## src/rtl/fxpsm_matmul_array.sv

```systemverilog
// fxpsm_matmul_array
//   Computes C = A x B for two NxN sign-magnitude fixed-point matrices.
//   Operands arrive over one valid/ready stream (A and B beats may
//   interleave). Short rows and matrices are zero-padded. One k-step is
//   accumulated per cycle over an NxN grid of two's-complement
//   accumulators. C is then drained row-major, with saturation, over a
//   valid/ready output stream.
//
// Ports
//   clk, rst      clock, synchronous active-high reset
//   in_valid      input beat valid
//   in_ready      input beat accepted when in_valid & in_ready
//   in_mat        target matrix (0 = A, 1 = B)
//   in_new_row    beat is element 0 of a new row (pads the current row first)
//   in_mat_done   marker beat, pads the rest of the matrix; in_data ignored
//   in_data       sign-magnitude element
//   out_valid     output beat valid
//   out_ready     output beat consumed when out_valid & out_ready
//   out_new_row   beat is column 0 of a row of C
//   out_last      beat is C[N-1][N-1]
//   out_data      sign-magnitude element of C
//   busy          high while computing or draining
//   sat_flag      sticky: some C element of the current/last operation saturated
module fxpsm_matmul_array #(
    parameter int N     = 3,
    parameter int W     = 8,
    parameter int FRAC  = 3,
    parameter int ACC_W = 2*W+4
) (
    input  logic         clk,
    input  logic         rst,
    input  logic         in_valid,
    output logic         in_ready,
    input  logic         in_mat,
    input  logic         in_new_row,
    input  logic         in_mat_done,
    input  logic [W-1:0] in_data,
    output logic         out_valid,
    input  logic         out_ready,
    output logic         out_new_row,
    output logic         out_last,
    output logic [W-1:0] out_data,
    output logic         busy,
    output logic         sat_flag
);

    localparam int CW = $clog2(N);
    localparam logic [CW-1:0]    LASTI = CW'(N-1);
    localparam logic [ACC_W-1:0] MAXM  = ACC_W'((1 << (W-1)) - 1);

    typedef enum logic [1:0] {S_LOAD, S_COMPUTE, S_DRAIN} state_t;
    state_t state, state_nxt;

    logic [W-1:0]             a_buf [N][N];
    logic [W-1:0]             b_buf [N][N];
    logic signed [ACC_W-1:0]  acc   [N][N];

    logic [CW-1:0] a_row, a_col, b_row, b_col;
    logic          a_loaded, b_loaded;
    // pend: matrix completed by in_mat_done padding, marker not yet consumed
    logic          a_pend, b_pend;
    logic [CW-1:0] kc, oi, oj;

    logic [CW-1:0] a_row_n, a_col_n, b_row_n, b_col_n;
    logic          a_loaded_n, b_loaded_n, a_pend_n, b_pend_n;

    logic [CW-1:0] sel_row, sel_col, col_adv, row_adv;
    logic          sel_loaded, sel_pend, sel_end;
    logic          ready_c, pad, wr_en, consume;
    logic [W-1:0]  wr_data;
    logic          out_hs, clear;

    logic signed [ACC_W-1:0] cur_acc;
    logic [ACC_W-1:0]        acc_mag;
    logic                    conv_sat;
    logic [W-1:0]            conv_data;

    // Sign-magnitude product, truncated to FRAC, as a signed accumulator term.
    // A zero magnitude yields 0 whatever the signs, so -0 never leaks in.
    function automatic logic signed [ACC_W-1:0] sm_prod(input logic [W-1:0] x,
                                                        input logic [W-1:0] y);
        logic [2*W-3:0]          p;
        logic signed [ACC_W-1:0] e;
        p = ({{(W-1){1'b0}}, x[W-2:0]} * {{(W-1){1'b0}}, y[W-2:0]}) >> FRAC;
        e = ACC_W'(p);
        sm_prod = (x[W-1] ^ y[W-1]) ? -e : e;
    endfunction

    always_ff @(posedge clk) begin
        if (rst) state <= S_LOAD;
        else     state <= state_nxt;
    end

    // Load bookkeeping and next state. in_ready is a function of state,
    // in_mat, flags and the addressed counters only, never of in_valid.
    always_comb begin
        a_row_n    = a_row;
        a_col_n    = a_col;
        b_row_n    = b_row;
        b_col_n    = b_col;
        a_loaded_n = a_loaded;
        b_loaded_n = b_loaded;
        a_pend_n   = a_pend;
        b_pend_n   = b_pend;
        ready_c    = 1'b0;
        pad        = 1'b0;
        wr_en      = 1'b0;
        consume    = 1'b0;
        wr_data    = in_data;
        state_nxt  = state;

        sel_row    = in_mat ? b_row    : a_row;
        sel_col    = in_mat ? b_col    : a_col;
        sel_loaded = in_mat ? b_loaded : a_loaded;
        sel_pend   = in_mat ? b_pend   : a_pend;
        sel_end    = (sel_row == LASTI) && (sel_col == LASTI);
        col_adv    = (sel_col == LASTI) ? '0 : sel_col + 1'b1;
        row_adv    = (sel_col == LASTI) ? (sel_end ? '0 : sel_row + 1'b1) : sel_row;

        if (state == S_LOAD) begin
            if (in_mat_done) ready_c = sel_pend;
            else             ready_c = !sel_loaded && (!in_new_row || sel_col == '0);
            pad     = in_valid && !sel_loaded &&
                      (in_mat_done || (in_new_row && sel_col != '0));
            wr_en   = pad || (in_valid && ready_c && !in_mat_done);
            consume = in_valid && ready_c && in_mat_done;
            if (pad) wr_data = '0;
        end

        if (wr_en) begin
            if (in_mat) begin
                b_col_n = col_adv;
                b_row_n = row_adv;
                if (sel_end) begin
                    b_loaded_n = 1'b1;
                    if (pad && in_mat_done) b_pend_n = 1'b1;
                end
            end else begin
                a_col_n = col_adv;
                a_row_n = row_adv;
                if (sel_end) begin
                    a_loaded_n = 1'b1;
                    if (pad && in_mat_done) a_pend_n = 1'b1;
                end
            end
        end
        if (consume) begin
            if (in_mat) b_pend_n = 1'b0;
            else        a_pend_n = 1'b0;
        end

        case (state)
            S_LOAD:    if (a_loaded_n && b_loaded_n && !a_pend_n && !b_pend_n)
                           state_nxt = S_COMPUTE;
            S_COMPUTE: if (kc == LASTI) state_nxt = S_DRAIN;
            S_DRAIN:   if (out_hs && out_last) state_nxt = S_LOAD;
            default:   state_nxt = S_LOAD;
        endcase
    end

    assign in_ready = ready_c && !rst;

    // Output conversion: saturate magnitude, keep sign, zero always as +0.
    always_comb begin
        cur_acc   = acc[oi][oj];
        acc_mag   = cur_acc[ACC_W-1] ? -cur_acc : cur_acc;
        conv_sat  = acc_mag > MAXM;
        conv_data = {cur_acc[ACC_W-1], conv_sat ? {(W-1){1'b1}} : acc_mag[W-2:0]};
        if (acc_mag == '0) conv_data = '0;
    end

    assign out_valid   = (state == S_DRAIN);
    assign out_data    = out_valid ? conv_data : '0;
    assign out_new_row = out_valid && (oj == '0);
    assign out_last    = out_valid && (oi == LASTI) && (oj == LASTI);
    assign busy        = (state != S_LOAD);
    assign out_hs      = out_valid && out_ready;
    assign clear       = out_hs && out_last;

    always_ff @(posedge clk) begin
        if (rst || clear) begin
            for (int unsigned i = 0; i < N; i++) begin
                for (int unsigned j = 0; j < N; j++) begin
                    a_buf[i][j] <= '0;
                    b_buf[i][j] <= '0;
                    acc[i][j]   <= '0;
                end
            end
            a_row    <= '0;
            a_col    <= '0;
            b_row    <= '0;
            b_col    <= '0;
            a_loaded <= 1'b0;
            b_loaded <= 1'b0;
            a_pend   <= 1'b0;
            b_pend   <= 1'b0;
            kc       <= '0;
            oi       <= '0;
            oj       <= '0;
        end else begin
            a_row    <= a_row_n;
            a_col    <= a_col_n;
            b_row    <= b_row_n;
            b_col    <= b_col_n;
            a_loaded <= a_loaded_n;
            b_loaded <= b_loaded_n;
            a_pend   <= a_pend_n;
            b_pend   <= b_pend_n;

            if (wr_en) begin
                if (in_mat) b_buf[sel_row][sel_col] <= wr_data;
                else        a_buf[sel_row][sel_col] <= wr_data;
            end

            if (state == S_COMPUTE) begin
                for (int unsigned i = 0; i < N; i++) begin
                    for (int unsigned j = 0; j < N; j++) begin
                        acc[i][j] <= acc[i][j] + sm_prod(a_buf[i][kc], b_buf[kc][j]);
                    end
                end
                kc <= (kc == LASTI) ? '0 : kc + 1'b1;
            end

            if (out_hs) begin
                if (oj == LASTI) begin
                    oj <= '0;
                    oi <= oi + 1'b1;
                end else begin
                    oj <= oj + 1'b1;
                end
            end
        end
    end

    always_ff @(posedge clk) begin
        if (rst)                       sat_flag <= 1'b0;
        else if (in_valid && in_ready) sat_flag <= 1'b0;
        else if (out_hs && conv_sat)   sat_flag <= 1'b1;
    end

endmodule

```

## config.mk

```make
export PLATFORM = sky130hd
export DESIGN_NAME = fxpsm_matmul_array
export DESIGN_NICKNAME = d
export VERILOG_FILES = /design/src/rtl/fxpsm_matmul_array.sv
export SDC_FILE = /design/constraint.sdc
export NUM_CORES = 2
export LEC_CHECK = 0
export ABC_AREA = 0
export BUFFER_PORTS_ARGS = -buffer_cell sky130_fd_sc_hd__buf_2
export CORE_ASPECT_RATIO = 1.4
export CORE_MARGIN = 5
export CORE_UTILIZATION = 35
export CTS_BUF_LIST = sky130_fd_sc_hd__clkbuf_2 sky130_fd_sc_hd__clkbuf_4 sky130_fd_sc_hd__clkbuf_8
export DETAILED_ROUTE_END_ITERATION = 12
export PLACE_DENSITY_LB_ADDON = 0.2
export RECOVER_POWER = 100
export SLEW_MARGIN = 0
export SYNTH_ARGS = -nofsm -noshare
export SYNTH_HDL_FRONTEND = slang
export SYNTH_SLANG_ARGS = --single-unit
```

## constraint.sdc

```tcl
create_clock -name clk -period 9.64 [get_ports clk]
set_input_delay 0.482 -clock clk [delete_from_list [all_inputs] [get_ports clk]]
set_output_delay 0.482 -clock clk [all_outputs]
set_load 0.005 [all_outputs]
```

==> impl_metrics.csv <==
group,metric,value,unit
status,outcome,"finished, violations left",
status,violations,"max-capacitance violations, max-slew violations",
final_layout,final_cell_area,44600,um^2
worst_setup_path,path_class,"reg2reg",
synthesis,synth_area,41200,um^2
sta,max_freq,108,MHz
sta,setup_tns,0,ns
clock_tree,ctsLongestPathBuffers,3,
power,p_per_area,126,nW/um^2
placed_design,place_area,43400,um^2
clock_tree,hold_buffers,0,
die,ios,29,
worst_setup_path,r2r-start,"kc[0]",
detailed_routing,drc,0,
worst_setup_path,cpMaxStageDelayCell,"a21oi_1",
placed_design,pre_cts_slack,0.781,ns
die,dieArea,125000,um^2
sta,relSlewSlack,-1.10,
grt,grt_pass1_wl,193000,um
min_path,hold_depth,3,
die,fp.coreArea,117000,um^2
worst_setup_path,crit_top_cell,"nor2_1",
final_layout,layout-drive-gt1-share,0.0734,
synthesis,synth_edf_count,348,
power,leakage,0.0193,uW
grt,grtUsageTotal,0.198,
clock_tree,cts_buffers,68,
sta,setup_viol,0,
die,rows,149,
worst_setup_path,critPathRequiredTime,10.11,ns
detailed_routing,antenna_left,0,
synthesis,synthTopCellsByCount,"nor2_1 (749), ha_1 (449), edfxtp_1 (348)",
synthesis,synth_nets,5247,
min_path,min_from,"out_ready",
worst_setup_path,start_kind,"register",
placed_design,dp_hpwl,99600,um
power,peakVddDrop,0.0000869,V
grt,antenna_found_initial,2,
synthesis,netlist_instances,4558,
min_path,worstHoldPathType,"in2reg",
detailed_routing,drt_pass1_iterations,7,
clock_tree,cts-resized-gates,0,
sta,rsz0062_at_grt,"no",
die,start_util,0.351,
placed_design,gp_congestion,0.917,
synthesis,ys_seq_area_frac,0.266,
sta,hold_viol,0,
final_layout,area_growth,8.33,%
sta,finalCritPeriodShare,0.958,
worst_setup_path,slowest_delay,0.96,ns
worst_setup_path,crit_fanout,28,
clock_tree,cts_tree,"yes",
synthesis,ys_types,104,
die,die_w,300,um
worst_setup_path,arrival,9.70,ns
die,die_y,416,um
sta,setup_ws,0.408,ns
clock_tree,cts.sinks,373,
clock_tree,root_buffer,"clkbuf_8",
detailed_routing,wire_per_inst,20.5,um
sta,post-route-min-period,9.23,ns
final_layout,nNetsFinal,5270,
synthesis,yosysTopAreaCellShare,0.254,
detailed_routing,vias_per_cell,5.40,
grt,grt_max_degree,132,
clock_tree,cts_setup_buffers,0,
clock_tree,clkLatencyLatePin,0.72,ns
min_path,min_to,"oj[1]",
detailed_routing,wl,126000,um
final_layout,n_fill_cell,12000,
worst_setup_path,reg2reg_to,"acc[0][39]",
worst_setup_path,end_kind,"register",
grt,grt_pass1_vias,32900,
synthesis,syn_area_per_cell,9.04,um^2
synthesis,ys_warn_count,0,
worst_setup_path,rr_worst_depth,29,
run,cap_violations,4,
clock_tree,clkTransAtPathRegs,0.08,ns
synthesis,ys_async_sr_fraction,0,
synthesis,synthFlopType,"edfxtp_1",
synthesis,ys_ff_latch,373,
worst_setup_path,reg2reg_slack,0.41,ns
sta,worst_pin_slew,3.15,ns
synthesis,synthTopCellsByArea,"edfxtp_1 (25%), ha_1 (14%), fa_1 (11%)",
detailed_routing,drt_iter0_drc,1977,
placed_design,port_buffers,28,
synthesis,synth_top_area_cell,"edfxtp_1",
sta,maxSlewViolCount,135,
detailed_routing,num_vias,33200,
final_layout,utilization,0.380,
sta,finClkSkew,0.0297,ns
synthesis,synth.most_common_cell,"nor2_1",
clock_tree,ctsHtreeMaxLevel,3,
grt,gr-total-overflow,0,
how the worst max path moves through the flow:
| stage | start | endpoint | slack [ns] |
|---|---|---|---|
| finish | kc[0] | acc[0][39] | 0.41 |
| global route | kc[0] | acc[0][39] | 0.03 |
| CTS | register | acc[1][39] | 0.79 |
| detailed placement | register | acc[1][39] | 0.78 |
| global placement | register | acc[0][39] | 0.92 |
| floorplan | kc[0] | acc[2][59] | 0.80 |
report_power, final:
group / internal (uW) / total [uW] / switching, uW
combinational: 883 / 2200 / 1320
clock: 814 / 1590 / 772
sequential: 1820 / 1850 / 35.3
worst max-delay path, delay by kind of cell, from the launching register on:
family / cells / cell delay, ns
compound gates: 11 / 3.53
simple gates: 7 / 1.54
mux: 1 / 0.27
fa+ha+maj: 6 / 2.38
buf+inv: 4 / 0.91
flops: 1 / 0.31
cell families after synthesis:
group	synth area share
xor+xnor	0.0612
flops	0.266
compound gates	0.148
mux	0.0478
simple gates	0.185
fa+ha+maj	0.246
buf+inv	0.0455
per-layer routing:
layer,up-vias,track usage,part of all wire
li1,16300,-,-
met1,15900,0.240,0.42
met2,688,0.336,0.47
met3,245,0.0196,0.034
met4,0,0.123,0.073
met5,-,0,0
state kept, by name, indices dropped and copies added (netlist names), 2 cells and up, named ones only:
| name | cells |
|---|---|
| a_row | 2 |
| state | 2 |
| a_buf | 72 |
| oi | 2 |
| b_buf | 96 |
| kc | 2 |
| acc | 180 |
| b_col | 2 |
| oj | 2 |
| a_col | 2 |
| b_row | 2 |
metrics by stage:
| step | hold slack, ns | instances | total power (uW) |
|---|---|---|---|
| final | 0.122 | 6144 | 5640 |
| after global routing | 0.0903 | 6143 | 6020 |
| after CTS | 0.0354 | 6142 | 5710 |
| after detailed placement | 0.454 | 6021 | 4080 |
| after global placement | 0.451 | 6021 | 4070 |
| after floorplan | 0.438 | 4558 | 3570 |
cell usage in the layout (no fill, tap or decap), types with 40 or more instances in the layout:
master and count:
nor2_1 748, xnor2_1 163, inv_1 295, nor3_1 140, clkbuf_8 68, buf_4 102
edfxtp_1 348, ha_1 449, xor2_1 123, nand2b_1 40, a21o_1 98, nand3_1 86
a31oi_1 48, mux2i_1 119, a211oi_1 55, or3_1 46, o21ai_0 147, fa_1 225
nor2b_1 46, a21oi_1 221, nand2_1 344
final cells by class:
type                    instances  area, um^2  share of cell area
clock inverters                30         244             0.00547
inverters                     296        1110              0.0249
flip-flops and latches        373       11000               0.246
diodes                          2        5.00            0.000112
multi-input cells            3699       28300               0.635
clock buffers                  91        1110              0.0248
repair buffers                143         977              0.0219
well taps                    1510        1890              0.0423
(Power assumes the default switching activity.)
